File: src/rtl/bounce_gen_pkg.sv
// Shared types and constants for the bounce_gen contact-bounce emulator.
// Holds the FSM state enum, LFSR taps/default seed and the counter width.
package bounce_gen_pkg;

  typedef enum logic [1:0] {
    ST_IDLE,
    ST_BOUNCE,
    ST_SETTLE
  } state_t;

  localparam int          CNT_W             = 16;
  // Taps for x^16 + x^14 + x^13 + x^11 + 1 (bits 15, 13, 12, 10)
  localparam logic [15:0] LFSR_TAPS         = 16'hB400;
  localparam logic [15:0] LFSR_SEED_DEFAULT = 16'hACE1;

  // An all-zero seed would lock the LFSR, so it is swapped for the default
  function automatic logic [15:0] lfsr_fix(input logic [15:0] s);
    return (s == 16'h0000) ? LFSR_SEED_DEFAULT : s;
  endfunction

  function automatic logic [15:0] lfsr_next(input logic [15:0] v);
    return {v[14:0], ^(v & LFSR_TAPS)};
  endfunction

endpackage

File: src/rtl/bounce_gen_lfsr.sv
// 16-bit Fibonacci LFSR for randomised bounce gaps; only built when
// BOUNCE_GEN_LFSR_EN is defined.
`ifdef BOUNCE_GEN_LFSR_EN
module bounce_lfsr
  import bounce_gen_pkg::*;
(
  input  logic        clk,
  input  logic        rst,
  input  logic        load,
  input  logic [15:0] seed,
  input  logic        step,
  output logic [15:0] value
);

  logic [15:0] cur;

  // A load in the same cycle as a step advances from the freshly loaded seed
  assign cur = load ? lfsr_fix(seed) : value;

  always_ff @(posedge clk or negedge rst) begin
    if (!rst) begin
      value <= LFSR_SEED_DEFAULT;
    end else if (load || step) begin
      value <= step ? lfsr_next(cur) : cur;
    end
  end

endmodule
`endif

File: src/rtl/bounce_gen.sv
// Mechanical contact bounce emulator: turns a clean level into a burst of
// glitches followed by a settle period. Macro BOUNCE_GEN_LFSR_EN randomises gaps.
module bounce_gen
  import bounce_gen_pkg::*;
#(
  parameter int GAP_MIN    = 20,
  parameter int GAP_MASK   = 31,
  parameter int BOUNCES    = 2,
  parameter int SETTLE_CYC = 2000
) (
  input  logic        clk,
  input  logic        rst,
  input  logic        level_in,
  input  logic        seed_load,
  input  logic [15:0] seed,
  output logic        button,
  output logic        busy,
  output logic        done
);

  localparam logic [CNT_W-1:0] ONE        = CNT_W'(1);
  localparam logic [CNT_W-1:0] GAP_BASE   = (GAP_MIN == 0) ? ONE : CNT_W'(GAP_MIN);
  localparam logic [CNT_W-1:0] SETTLE_LEN = (SETTLE_CYC == 0) ? ONE : CNT_W'(SETTLE_CYC);
  localparam logic [CNT_W-1:0] REM_INIT   = CNT_W'(2 * BOUNCES);
  localparam logic [CNT_W-1:0] MASK       = CNT_W'(GAP_MASK);

  state_t           state, state_d;
  logic [CNT_W-1:0] cnt, cnt_d;
  logic [CNT_W-1:0] rem, rem_d;
  logic             target, target_d;
  logic             button_d, done_d;
  logic [CNT_W-1:0] gap;
  logic             gap_step;

`ifdef BOUNCE_GEN_LFSR_EN
  logic        lfsr_load;
  logic [15:0] lfsr_value;
  logic [15:0] gap_src;

  // Seed strobes only count in IDLE; a coincident load feeds the first gap
  assign lfsr_load = seed_load && (state == ST_IDLE);
  assign gap_src   = lfsr_load ? lfsr_fix(seed) : lfsr_value;
  assign gap       = GAP_BASE + (gap_src & MASK);

  bounce_lfsr u_lfsr (
    .clk   (clk),
    .rst   (rst),
    .load  (lfsr_load),
    .seed  (seed),
    .step  (gap_step),
    .value (lfsr_value)
  );
`else
  logic unused_lfsr_inputs;
  assign unused_lfsr_inputs = ^{seed_load, seed, gap_step, MASK};
  assign gap = GAP_BASE;
`endif

  assign busy = (state != ST_IDLE);

  always_ff @(posedge clk or negedge rst) begin
    if (!rst) begin
      state  <= ST_IDLE;
      cnt    <= '0;
      rem    <= '0;
      target <= 1'b0;
      button <= 1'b0;
      done   <= 1'b0;
    end else begin
      state  <= state_d;
      cnt    <= cnt_d;
      rem    <= rem_d;
      target <= target_d;
      button <= button_d;
      done   <= done_d;
    end
  end

  // cnt counts down to the next toggle in BOUNCE and to the done pulse in SETTLE
  always_comb begin
    state_d  = state;
    cnt_d    = cnt;
    rem_d    = rem;
    target_d = target;
    button_d = button;
    done_d   = 1'b0;
    gap_step = 1'b0;
    case (state)
      ST_IDLE: begin
        if (level_in != button) begin
          target_d = level_in;
          button_d = ~button;
          if (BOUNCES == 0) begin
            state_d = ST_SETTLE;
            cnt_d   = SETTLE_LEN;
          end else begin
            state_d  = ST_BOUNCE;
            cnt_d    = gap;
            gap_step = 1'b1;
            rem_d    = REM_INIT;
          end
        end
      end
      ST_BOUNCE: begin
        if (cnt == ONE) begin
          rem_d = rem - ONE;
          if (rem == ONE) begin
            button_d = target;
            state_d  = ST_SETTLE;
            cnt_d    = SETTLE_LEN;
          end else begin
            button_d = ~button;
            cnt_d    = gap;
            gap_step = 1'b1;
          end
        end else begin
          cnt_d = cnt - ONE;
        end
      end
      ST_SETTLE: begin
        if (cnt == '0) begin
          state_d = ST_IDLE;
        end else begin
          cnt_d  = cnt - ONE;
          done_d = (cnt == ONE);
        end
      end
      default: state_d = ST_IDLE;
    endcase
  end

endmodule

File: config.mk
export PLATFORM = sky130hd
export DESIGN_NAME = bounce_gen
export DESIGN_NICKNAME = d
export VERILOG_FILES = /design/src/rtl/bounce_gen_pkg.sv /design/src/rtl/bounce_gen_lfsr.sv /design/src/rtl/bounce_gen.sv
export SDC_FILE = /design/constraint.sdc
export NUM_CORES = 1
export LEC_CHECK = 0
export BUFFER_PORTS_ARGS = -buffer_cell sky130_fd_sc_hd__buf_2
export CAP_MARGIN = 15
export CELL_PAD_IN_SITES_DETAIL_PLACEMENT = 1
export CELL_PAD_IN_SITES_GLOBAL_PLACEMENT = 1
export CORE_MARGIN = 2
export CORE_UTILIZATION = 29
export CTS_BUF_LIST = sky130_fd_sc_hd__clkbuf_16
export CTS_CLUSTER_DIAMETER = 60
export DETAILED_ROUTE_END_ITERATION = 8
export HOLD_SLACK_MARGIN = 0.05
export PLACE_DENSITY = 0.63
export SYNTH_ARGS = -nofsm -noshare
export SYNTH_HDL_FRONTEND = slang
export SYNTH_SLANG_ARGS = --single-unit
export TNS_END_PERCENT = 10
File: constraint.sdc
create_clock -name clk -period 4.8 [get_ports clk]
set_input_delay 0.24 -clock clk [delete_from_list [all_inputs] [get_ports clk]]
set_output_delay 0.24 -clock clk [all_outputs]
set_load 0.005 [all_outputs]
==> results.toml <==
[yosys]
yosysTopAreaCellShare_pct = 38.87
synth_edf_count = 0
syn_nets = 288
synth_common_cells = "dfrtp_1, nor2_1, nand2_1, o21ai_0"
yosysTopAreaCell = "dfrtp_1"
synthArstFlopShare_pct = 100.0
synth_top_family_by_area = "simple AND/OR/NAND/NOR gates"
synth_area_sq_mm = 0.002382
yosysUniqueCellTypes = 59
ys_seq_area_share_pct = 38.87
synthAdderAreaFrac_pct = 4.727
yosysMostFrequentCell = "dfrtp_1"
synth_mux_area_share_pct = 2.574
avgSynthCellArea_sq_um = 9.198
synthTopCellsByArea = "dfrtp_1, ha_1, nor2_1"
synthesis.yosys.warnings = 0
synth-simple-area-share_pct = 26.05
syn_inst = 259
synth-compound-area-share_pct = 19.01
synth_flop_cell = "dfrtp_1"
synth-seq-cells = 37
synth-xor-area-share_pct = 5.147

[detailed_routing]
wirelength_um = 5840
first_pass_iters = 4
postRouteAntennaNets = 0
drt_iter0_markers = 74
route.vias.total = 1983
drcViolationCount = 0
wire_per_inst_um = 15.96
viasPerCell = 5.418

[worst_setup_path]
crit_type = "register to register"
startpoint_type = "register"
endpoint = "cnt[10]"
r2r-end = "cnt[10]"
worstPathCellList = "nor4_1 > and4_1 > a311o_1 > a311oi_1 > a211oi_1"
r2r-start = "cnt[9]"
setup.worst_path.end_class = "register"
slowest_delay_ps = 890
cp.required_ps = 4990
slowest_stage = "a311o_1"
crit_start = "cnt[9]"
arrival_ps = 3230
regToRegSetupSlack_ps = 1750
critPathMaxFanout = 25
reg2reg_depth = 5

[floorplanning]
die_w_um = 94.64
die_h_um = 94.64
start_util_pct = 29.44
core-area_sq_mm = 0.008093
io_pins = 23
dieArea_sq_mm = 0.008956
rows = 33

[global_routing]
antenna_found_initial = 0
grt_max_degree = 38
track_usage_pct = 13.93
grt_pass1_wl_um = 9777
grt_pass1_vias = 1933
grt_overflow_total = 0

[power_and_ir_drop]
power_density_mw_per_mm2 = 244.7
p_leak_nw = 1.080
vdd_drop_max_v = 0.0001334

[clock_tree]
clock_sinks = 37
clkSlewWorstSetupHoldPaths_ps = 60
cts_tree = "yes"
cts_root_buffer = "clkbuf_16"
cts_made_buffers = 5
cts-resized-gates = 0
cts_hold_buffers = 0
htreeDepth = 2
cts_buffer_depth = 2
post_cts_buffers = 0
clock_latency_ps = 280

[final_layout]
antenna_cells = 0
area_growth_pct = 10.40
fin_nets = 290
drive_above_1_share_pct = 8.429
stdcell_area_sq_mm = 0.002630

[timing]
grt_setup_unrepaired = "no"
slew_viol_final = 0
tns_ps = 0
max_freq_ghz = 0.3281
relSlewSlack_pct = 28.68
period_share_pct = 63.49
whs_ps = 74.73
worstMarginPinSlew_ps = 1070
period_minus_slack_ps = 3048
setup_viol = 0
fin_skew_ps = 6.401
hold_viol_final = 0

[run_status]
outcome = "completed"

[place]
dp_hpwl_um = 4138
placed_cell_area_sq_mm = 0.002494
portBuffers = 5
gp_congestion = 0.7682

[worst_hold_path]
hold_class = "input pin to async pin"

[flow_run]
drv_cap = 0
kinds of logic (layout without fill, tap and decap cells):
group                      Yosys count  after routing
muxes                                6              6
DFF                                 37             37
AOI/OAI and AO/OA                   64             64
xor gates and xnor gates            14             14
adders and majority gates            9              9
buffers and inverters               20             22
and+or+nand+nor                    109            109
per-layer routing:
layer / part of all wire [%] / track usage [%] / wire (um) / up-vias
met4: 1.5 / 4.589 / 85 / 0
met5: 0 / 0 / 0 / -
li1: - / - / - / 982
met3: 1.9 / 2.394 / 109 / 6
met1: 51 / 19.39 / 2994 / 980
met2: 45 / 21.93 / 2651 / 15
power breakdown:
group | leakage, nW | switching (mW) | internal (mW)
Clock | 0.0633 | 0.127 | 0.188
Sequential | 0.453 | 0.00172 | 0.313
Combinational | 0.563 | 0.0107 | 0.00367
Total | 1.08 | 0.139 | 0.505
registers in the layout, indices dropped and copies added (netlist names):
| register | cells |
|---|---|
| state | 2 |
| done | 1 |
| button | 1 |
| target | 1 |
| cnt | 16 |
| rem | 16 |
final cells by class:
type / instances / area [sq um]
timing repair buffer: 6 / 32.53
sequential: 37 / 925.9
clock buffer: 5 / 125.1
multi-input combinational: 202 / 1370
fill: 968 / 5463
inverter: 9 / 33.78
clock inverter: 2 / 11.26
tap: 105 / 131.4
placed cells by master, fill, tap and decap left out, types with 2 or more instances in the layout:
| cell type | instances |
|---|---|
| dfrtp_1 | 37 |
| buf_2 | 5 |
| nor4_1 | 10 |
| nor4b_1 | 2 |
| a21oi_1 | 10 |
| nand3_1 | 10 |
| o211ai_1 | 2 |
| o21ai_1 | 4 |
| xor2_1 | 8 |
| inv_1 | 9 |
| o41ai_1 | 3 |
| nor2_1 | 23 |
| nand4_1 | 7 |
| or3_2 | 2 |
| or3b_2 | 2 |
| ha_1 | 9 |
| o31a_1 | 2 |
| nand2_1 | 14 |
| and3_1 | 2 |
| o21ai_0 | 13 |
| nor3_1 | 10 |
| mux2i_1 | 5 |
| a22o_1 | 2 |
| a211oi_1 | 3 |
| or3_1 | 4 |
| clkbuf_16 | 5 |
| a21o_1 | 5 |
| nor3b_1 | 4 |
| o21a_1 | 5 |
| xnor2_1 | 6 |
| or4_1 | 9 |
worst max-delay path: cells and delay by family, from the launching register on:
family	cells	cell delay, ps
compound gates	3	1400
simple gates	2	1120
flops	1	440
worst min path at each step:
| stage | start | to | slack [ps] | depth (start not counted) |
|---|---|---|---|---|
| 2_1_floorplan | rst | button | -60 | 0 |
| 3_3_place_gp | rst | rem[5] | 420 | 1 |
| 3_5_place_dp | rst | rem[5] | 420 | 1 |
| 4_1_cts | rst | rem[5] | 120 | 1 |
| 5_1_grt | rst | rem[5] | 150 | 1 |
| 6_report | rst | rem[5] | 70 | 1 |
per-stage QoR:
| step | util [%] | setup slack (ps) | cells | total power [mW] |
|---|---|---|---|---|
| floorplan | - | 2436 | 259 | 0.3264 |
| global placement | 30.81 | 1810 | 359 | 0.3356 |
| detailed placement | 30.81 | 1714 | 359 | 0.3359 |
| CTS | 32.50 | 1707 | 366 | 0.6605 |
| global route | 32.50 | 1426 | 366 | 0.6688 |
| finish | 32.50 | 1752 | 366 | 0.6435 |
Power figures use the tool's default switching activity.
